--- src/rtl/uart_tx_scheduler.sv ---
// ============================================================================
// Module   : uart_tx_scheduler
// Purpose  : Round-robin merge of two byte producers into a FIFO, drained into
//            the UART at most once per BYTE_GAP_CYCLES clocks.
// Option   : UART_TX_SCHED_STATS_EN adds per-requester accept counters.
// Revision : 1.0 - initial release
// ============================================================================
`default_nettype none

module uart_tx_scheduler #(
    parameter int FIFO_DEPTH      = 8,
    parameter int BYTE_GAP_CYCLES = 8680
) (
    input  logic                          clk,
    input  logic                          rst,
    input  logic                          req0_valid,
    input  logic [7:0]                    req0_data,
    output logic                          req0_ready,
    input  logic                          req1_valid,
    input  logic [7:0]                    req1_data,
    output logic                          req1_ready,
    output logic                          uart_wr_o,
    output logic [7:0]                    uart_dat_o,
    output logic [$clog2(FIFO_DEPTH):0]   fifo_level,
    output logic                          idle
`ifdef UART_TX_SCHED_STATS_EN
    ,
    output logic [31:0]                   stat_sent0,
    output logic [31:0]                   stat_sent1
`endif
);

    localparam int PW = $clog2(FIFO_DEPTH);
    localparam int CW = $clog2(BYTE_GAP_CYCLES);
    localparam logic [PW:0]   c_FULL     = (PW+1)'(FIFO_DEPTH);
    // Loaded on leaving SEND so the next SEND lands exactly BYTE_GAP_CYCLES later.
    localparam logic [CW-1:0] c_GAP_LOAD = CW'(BYTE_GAP_CYCLES - 2);

    typedef enum logic [1:0] {
        IDLE = 2'd0,
        SEND = 2'd1,
        GAP  = 2'd2
    } state_t;

    state_t          state_q;
    logic [CW-1:0]   cnt_q;
    logic            wr_q;
    logic [7:0]      dat_q;

    logic [7:0]      mem_q [FIFO_DEPTH];
    logic [PW-1:0]   wr_ptr_q;
    logic [PW-1:0]   rd_ptr_q;
    logic [PW:0]     level_q;
    logic [PW:0]     level_d;
    logic            last_q;
    logic            full;
    logic            push;
    logic            pop;
    logic [7:0]      push_data;

    always_comb begin
        full       = (level_q == c_FULL);
        req0_ready = 1'b0;
        req1_ready = 1'b0;
        if (!rst && !full) begin
            if (req0_valid && req1_valid) begin
                req0_ready = last_q;
                req1_ready = !last_q;
            end else begin
                req0_ready = req0_valid;
                req1_ready = req1_valid;
            end
        end
        push      = (req0_valid && req0_ready) || (req1_valid && req1_ready);
        push_data = req1_ready ? req1_data : req0_data;
        pop       = (state_q == SEND);
        case ({push, pop})
            2'b10:   level_d = level_q + 1'b1;
            2'b01:   level_d = level_q - 1'b1;
            default: level_d = level_q;
        endcase
    end

    // last_q=1 means req1 was granted last, so req0 wins the next tie.
    always_ff @(posedge clk or posedge rst) begin
        if (rst) begin
            wr_ptr_q <= '0;
            rd_ptr_q <= '0;
            level_q  <= '0;
            last_q   <= 1'b1;
        end else begin
            if (push) begin
                wr_ptr_q <= wr_ptr_q + 1'b1;
                last_q   <= req1_ready;
            end
            if (pop) begin
                rd_ptr_q <= rd_ptr_q + 1'b1;
            end
            level_q <= level_d;
        end
    end

    always_ff @(posedge clk) begin
        if (push) begin
            mem_q[wr_ptr_q] <= push_data;
        end
    end

    // The gap counter keeps running through IDLE so a late byte still honours spacing.
    always_ff @(posedge clk or posedge rst) begin
        if (rst) begin
            state_q <= IDLE;
            cnt_q   <= '0;
            wr_q    <= 1'b0;
            dat_q   <= 8'h00;
        end else begin
            wr_q <= 1'b0;
            if (cnt_q != '0) begin
                cnt_q <= cnt_q - 1'b1;
            end
            case (state_q)
                IDLE, GAP: begin
                    if (cnt_q == '0) begin
                        if (level_q != '0) begin
                            state_q <= SEND;
                            wr_q    <= 1'b1;
                            dat_q   <= mem_q[rd_ptr_q];
                        end else begin
                            state_q <= IDLE;
                        end
                    end
                end
                SEND: begin
                    cnt_q   <= c_GAP_LOAD;
                    state_q <= (level_d == '0) ? IDLE : GAP;
                end
                default: state_q <= IDLE;
            endcase
        end
    end

    assign uart_wr_o  = wr_q;
    assign uart_dat_o = dat_q;
    assign fifo_level = level_q;
    assign idle       = (state_q == IDLE) && (level_q == '0);

`ifdef UART_TX_SCHED_STATS_EN
    logic [31:0] stat0_q;
    logic [31:0] stat1_q;

    always_ff @(posedge clk or posedge rst) begin
        if (rst) begin
            stat0_q <= '0;
            stat1_q <= '0;
        end else begin
            if (req0_valid && req0_ready) begin
                stat0_q <= stat0_q + 32'd1;
            end
            if (req1_valid && req1_ready) begin
                stat1_q <= stat1_q + 32'd1;
            end
        end
    end

    assign stat_sent0 = stat0_q;
    assign stat_sent1 = stat1_q;
`endif

endmodule

`default_nettype wire
--- config.mk ---
export PLATFORM = sky130hd
export DESIGN_NAME = uart_tx_scheduler
export DESIGN_NICKNAME = d
export VERILOG_FILES = /design/src/rtl/uart_tx_scheduler.sv
export SDC_FILE = /design/constraint.sdc
export NUM_CORES = 1
export LEC_CHECK = 0
export ABC_AREA = 1
export ABC_CLOCK_PERIOD_IN_PS = 2200
export BUFFER_PORTS_ARGS = -buffer_cell sky130_fd_sc_hd__buf_2
export CAP_MARGIN = 20
export CELL_PAD_IN_SITES_DETAIL_PLACEMENT = 1
export CELL_PAD_IN_SITES_GLOBAL_PLACEMENT = 2
export CORE_MARGIN = 2
export CORE_UTILIZATION = 36
export CTS_BUF_LIST = sky130_fd_sc_hd__clkbuf_4
export CTS_CLUSTER_SIZE = 30
export DETAILED_ROUTE_END_ITERATION = 12
export GPL_TIMING_DRIVEN = 0
export PLACE_DENSITY = 0.84
export SYNTH_ARGS = -nofsm -noshare
export SYNTH_HDL_FRONTEND = slang
export SYNTH_SLANG_ARGS = --single-unit
--- constraint.sdc ---
create_clock -name clk -period 2.2 [get_ports clk]
set_clock_uncertainty 0.05 [all_clocks]
set_input_delay 0.33 -clock clk [delete_from_list [all_inputs] [get_ports clk]]
set_output_delay 0.33 -clock clk [all_outputs]
set_load 0.005 [all_outputs]
* After elaboration in Yosys (flattened, before gate mapping)
Memories as Yosys holds them, arrays and structs flattened. A register that Yosys moved wholly into a read port is not among the register bits. Index checks and enable logic that the tools add are counted.
Operators by class: reduce and logical (&&, ||, !) cells 18, equal/unequal tests 6, add/subtract/negate cells 5, multiplexer cells 17
Operators with widths (count):
- 14-bit 2-to-1 mux | 2
- 14-bit zero test | 1
- 14-bit nonzero test | 1
- 14-bit by 1-bit subtractor with 14-bit output, second input constant | 1
- 1-bit 2-to-1 mux | 10
- 4-bit zero test | 2
- 8-bit 2-to-1 mux | 1
- 4-bit case mux with 2 select lines | 1
- 3-bit by 1-bit adder with 3-bit output, second input constant | 2
- 1-bit logical AND | 5
- 4-bit by 1-bit adder with 4-bit output, second input constant | 1
- 2-bit by 1-bit == test with 1-bit output, second input constant | 2
- 2-bit == test, second input constant | 2
- 4-bit == test, second input constant | 1
- 2-bit 2-to-1 mux | 2
- 2-bit case mux with 2 select lines | 1
- 4-bit nonzero test | 1
- 4-bit by 1-bit subtractor with 4-bit output, second input constant | 1
- 1-bit zero test | 3
- 3-bit AND reduction | 1
- 2-bit zero test | 1
- 2-bit inequality test, second input constant | 1
- 2-bit nonzero test | 1
- 2-bit OR reduction | 1
- 1-bit logical OR | 1
Storage, ports and cells: output and inout bits 16, input bits 20, logic and storage cells 54, memory bits (writable) 64, register bits after elaboration 28, memories kept 1
Memory list:
- mem_q | depth 8, width 8, rd ports 1, clocked after memory_dff 1, wr ports 1, line 50 | logic [7:0] mem_q [FIFO_DEPTH];

* Depth between registers and ports, before layout
word-level depth 11, gate-level depth with buffers 20, depth with buffers taken out 20

* Least setup slack after synthesis
No wires, ideal clock.
path type input-to-reg, from input rst, to register state_q[1], path slack -0.618 ns, data arrival time 2.652 ns, stages on the path 16, path through inv_1 > nand3_1 > inv_1 > nor2_1 > ha_1 > nand2_1 > inv_1 > nor2_1 > ha_1 > inv_1 > o21a_1 > nand2_1 > nor2_1 > nand3_1 > nand2_1 > nand2_1
Between the ends: cells in the longest elaborated chain, start to end 10, elaborated cells on any way between the ends 13, those cells by class eq/ne: 2; mux: 5; reduce/logical: 6
RTL lines:
- from (decl) | line 15 | input logic rst,
- 1-bit zero test (no source line) *
- 1-bit logical AND * | line 65 | if (!rst && !full) begin
- 1-bit 2-to-1 mux * | line 65
- net req0_ready | line 18 | output logic req0_ready,
- 1-bit logical AND * | line 74 | push = (req0_valid && req0_ready) || (req1_valid && req1_ready);
- 1-bit logical OR * | line 74
- 2-bit by 1-bit == test with 1-bit output or 2-bit == test (tied branches) | line 77 | case ({push, pop})
- 4-bit case mux with 2 select lines * | line 77
- 4-bit zero test * | line 135 | state_q <= (level_d == '0) ? IDLE : GAP;
- 2-bit 2-to-1 mux * | line 135
- 2-bit case mux with 2 select lines * | line 121 | case (state_q)
- to (signal assigned) | line 135
- to (decl) | line 45 | state_t state_q;
Mark *: on every way through the listed nets, which the timed path passes. The rest lies on a longest branch. A chain may end at the register's enable or synchronous reset.

* Worst setup path in the final report
from register last_q, to register last_q
Between the ends: cells in the longest elaborated chain, start to end 5, elaborated cells on any way between the ends 8, those cells by class mux: 4; reduce/logical: 4
RTL lines:
- from (decl) | line 55 | logic last_q;
- from (signal assigned) | line 94 | last_q <= req1_ready;
- 1-bit zero test | line 68 | req1_ready = !last_q;
- 1-bit 2-to-1 mux | line 66 | if (req0_valid && req1_valid) begin
- 1-bit 2-to-1 mux | line 65
- 1-bit logical AND | line 74
- 1-bit logical OR | line 74
Parallel ways exist; a longest one is shown, timed or not.

==> run_results.csv <==
group,metric,value,unit
logic_synthesis,synth_edf_count,64,
sta,drv_slew,0,
logic_synthesis,synthesis.area,0.00461,mm^2
floorplanning,dieArea,0.0137,mm^2
logic_synthesis,seq_area_frac_synth,61.3,%
cells_and_area,drive_gt1_share,23.7,%
run,max_cap_viol_count,0,
detailed_routing,via_per_inst,4.80,
setup_path,worstPathRequired,2.57,ns
logic_synthesis,synth_area_leader_cell,"edfxtp_1",
sta,layout_setup_ws,-0.0807,ns
clock_network,cts_root_buffer,"clkbuf_4",
setup_path,cp_top_family,"buffers and inverters",
cells_and_area,nets,579,
detailed_routing,wirelength,11700,um
setup_path,cp-end-kind,"flip-flop",
logic_synthesis,synthArstFlopShare,36.0,%
power,p_leak,2.29,nW
logic_synthesis,synthCells,483,
place,hpwl,7940,um
floorplanning,die_h,117,um
place,pre_cts_slack,-0.920,ns
setup_path,crit_arrival,2.66,ns
setup_path,path_class,"reg2reg",
logic_synthesis,syn_nets,509,
floorplanning,coreArea,0.0126,mm^2
sta,tightestPinTransition,0.848,ns
clock_network,numCtsBuffers,9,
cells_and_area,seq_area,0.00283,mm^2
clock_network,cts_tree,"built",
sta,setup_viol,2,
logic_synthesis,yosysUniqueCellTypes,36,
global_route,grt_pass1_vias,3615,
setup_path,cpMaxStageDelayCell,"dfstp_2",
logic_synthesis,synth.most_common_cell,"nand2_1",
power,p_per_area,1030,mW/mm^2
detailed_routing,drtPass1Iterations,4,
logic_synthesis,synthTopCellsByCount,"nand2_1, nor2_1, edfxtp_1",
sta,whs,0.297,ns
logic_synthesis,ys.warnings.count,0,
cells_and_area,fill_cells,1469,
detailed_routing,vias,3505,
cells_and_area,fin_util,43.7,%
clock_network,clkLatencyLatePin,0.48,ns
worst_hold_path,hp-class,"in2reg",
sta,finalCritPeriodShare,104,%
setup_path,cp_num_cells,15,
detailed_routing,wl_per_cell,16.0,um
cells_and_area,antenna_cells,0,
global_route,grt_pass1_wl,18800,um
place,io_buffers,35,
floorplanning,die_w,117,um
place,dpl.cell_count,690,
detailed_routing,drc,0,
sta,min_period,2.28,ns
detailed_routing,drtAntennaViolNets,0,
sta,hold_viol,0,
setup_path,slowest_delay,0.60,ns
global_route,antenna_found_initial,0,
setup_path,path_cells,"nand2_2 -> o21ai_2 -> nand3_2 -> buf_4 -> buf_4 -> buf_4 -> buf_4 -> buf_4 -> buf_4 -> buf_4 -> buf_4 -> buf_4 -> buf_4 -> nand2_1 -> nand2_1",
setup_path,cp_max_fo,2,
sta,grt_setup_unrepaired,"true",
setup_path,worstSetupStartpoint,"last_q",
place,place_area,0.00503,mm^2
logic_synthesis,synth.area.top_cells,"edfxtp_1, dfrtp_1, nand2_1",
clock_network,cts_sinks,100,
logic_synthesis,syn_area_per_cell,9.54,um^2
setup_path,critical_path.most_common_cell,"buf_4",
cells_and_area,multi_input_area,0.00168,mm^2
setup_path,cp-start-kind,"flip-flop",
logic_synthesis,ys_ff_latch,100,
clock_network,clkTransAtPathRegs,0.17,ns
run_status,outcome,"finished with violations",
setup_path,r2r-start,"last_q",
sta,max_freq,0.438,GHz
setup_path,reg2reg_slack,-0.08,ns
global_route,grt_max_degree,20,
power,power,5.66,mW
run_status,violations,"setup timing",
setup_path,r2r_cells,15,
sta,setup_tns,-0.114,ns
setup_path,crit_buf_inv,10,
sta,relSlewSlack,43.3,%
clock_network,cts_buffer_depth,2,
global_route,grt_usage,18.3,%
setup_path,crit_end,"last_q",
logic_synthesis,synth.top_cell.area_share,41.7,%
place,gp_congestion,0.825,
floorplanning,rows,41,
cells_and_area,final_cell_area,0.00549,mm^2
cells_and_area,area_growth,19.1,%
power,ir_drop,0.000420,V
detailed_routing,drt-initial-drc-count,177,
floorplanning,start_util,36.7,%
logic_synthesis,synth-main-ff-cell,"edfxtp_1",
setup_path,r2r_end,"last_q",
floorplanning,pin_count,36,
clock_network,cts.htree.levels,3,
cells_and_area,final_cells,730,
global_route,grt_overflow_total,0,
## how the worst min path moves through the flow
stage	slack (ns)	cells after the start	from	end
6_report	0.30	3	req0_data[0]	mem_q[1][0]
5_1_grt	0.29	3	req0_data[0]	mem_q[1][0]
4_1_cts	0.02	2	rst	cnt_q[1]
3_5_place_dp	0.45	2	last_q	last_q
3_3_place_gp	0.41	2	last_q	last_q
2_1_floorplan	0.24	1	rst	cnt_q[0]
## metal layers
metal | wire length, um | global-route usage (%) | part of all wire, % | up-vias
li1 | - | - | - | 1723
met3 | 341 | 2.94 | 2.9 | 11
met2 | 5630 | 30.5 | 48 | 57
met1 | 5570 | 24.9 | 48 | 1714
met5 | 0 | 0 | 0 | -
met4 | 143 | 5.18 | 1.2 | 0
## area by class of cell
class,count,area share [%]
timing repair inverter,1,0.0912
multi-input combinational,319,30.6
buffer,14,1.37
timing repair buffer,58,6.57
clock buffer,9,1.23
inverter,50,3.49
sequential,100,51.6
tap,172,3.92
clock inverter,7,1.16
## power by group
part | internal (mW) | leakage, nW | switching [mW]
clock | 0.266 | 0.0747 | 0.692
combinational | 0.719 | 1.19 | 1.28
sequential | 2.43 | 1.02 | 0.266
total | 3.42 | 2.29 | 2.24
## worst min-delay path: cells and delay by family
family / cells / cell delay [ns]
and+or+nand+nor: 2 / 0.26
buffers and inverters: 1 / 0.07
## registers in the layout, summed over array words and instances, names as in the netlist
| signal | count |
|---|---|
| uart_wr_o | 1 |
| wr_ptr_q | 3 |
| rd_ptr_q | 3 |
| mem_q | 64 |
| cnt_q | 14 |
| fifo_level | 4 |
| last_q | 1 |
| state_q | 2 |
| uart_dat_o | 8 |
## cell usage in the layout, fill, tap and decap left out, types with 3 or more instances in the layout
| cell | synthesis | routed |
|---|---|---|
| nor3_1 | 6 | 6 |
| nor2_1 | 79 | 65 |
| inv_8 | 0 | 3 |
| inv_6 | 0 | 3 |
| ha_1 | 6 | 4 |
| nand3_2 | 0 | 3 |
| clkbuf_1 | 6 | 6 |
| a21oi_1 | 3 | 3 |
| nor2_4 | 2 | 13 |
| nand3_1 | 19 | 16 |
| buf_2 | 4 | 38 |
| xor2_1 | 7 | 7 |
| buf_4 | 1 | 21 |
| o21ai_2 | 2 | 3 |
| dfrtp_1 | 35 | 30 |
| clkinv_1 | 3 | 4 |
| o21ai_0 | 62 | 61 |
| nand2_1 | 109 | 103 |
| nor2_2 | 3 | 6 |
| nand2_2 | 4 | 10 |
| inv_2 | 0 | 5 |
| edfxtp_1 | 64 | 64 |
| dfrtp_2 | 0 | 5 |
| clkbuf_4 | 0 | 9 |
| inv_1 | 47 | 41 |
## kinds of logic after synthesis
group,Yosys count,share of synthesized area [%]
and+or+nand+nor,232,21.7
DFF,100,61.3
AOI/OAI and AO/OA,72,8.15
buffers and inverters,64,5.57
xor gates and xnor gates,9,1.71
adders and majority gates,6,1.63
## repair_timing
item,4_1_cts,5_1_grt
endpoints found under the setup margin,110,36
endpoints found under the hold margin,17,7
resized for setup,27,20
gates cloned,1,0
pin swaps,12,10
setup buffers,18,3
hold buffers,1,1
(Power assumes the default switching activity.)
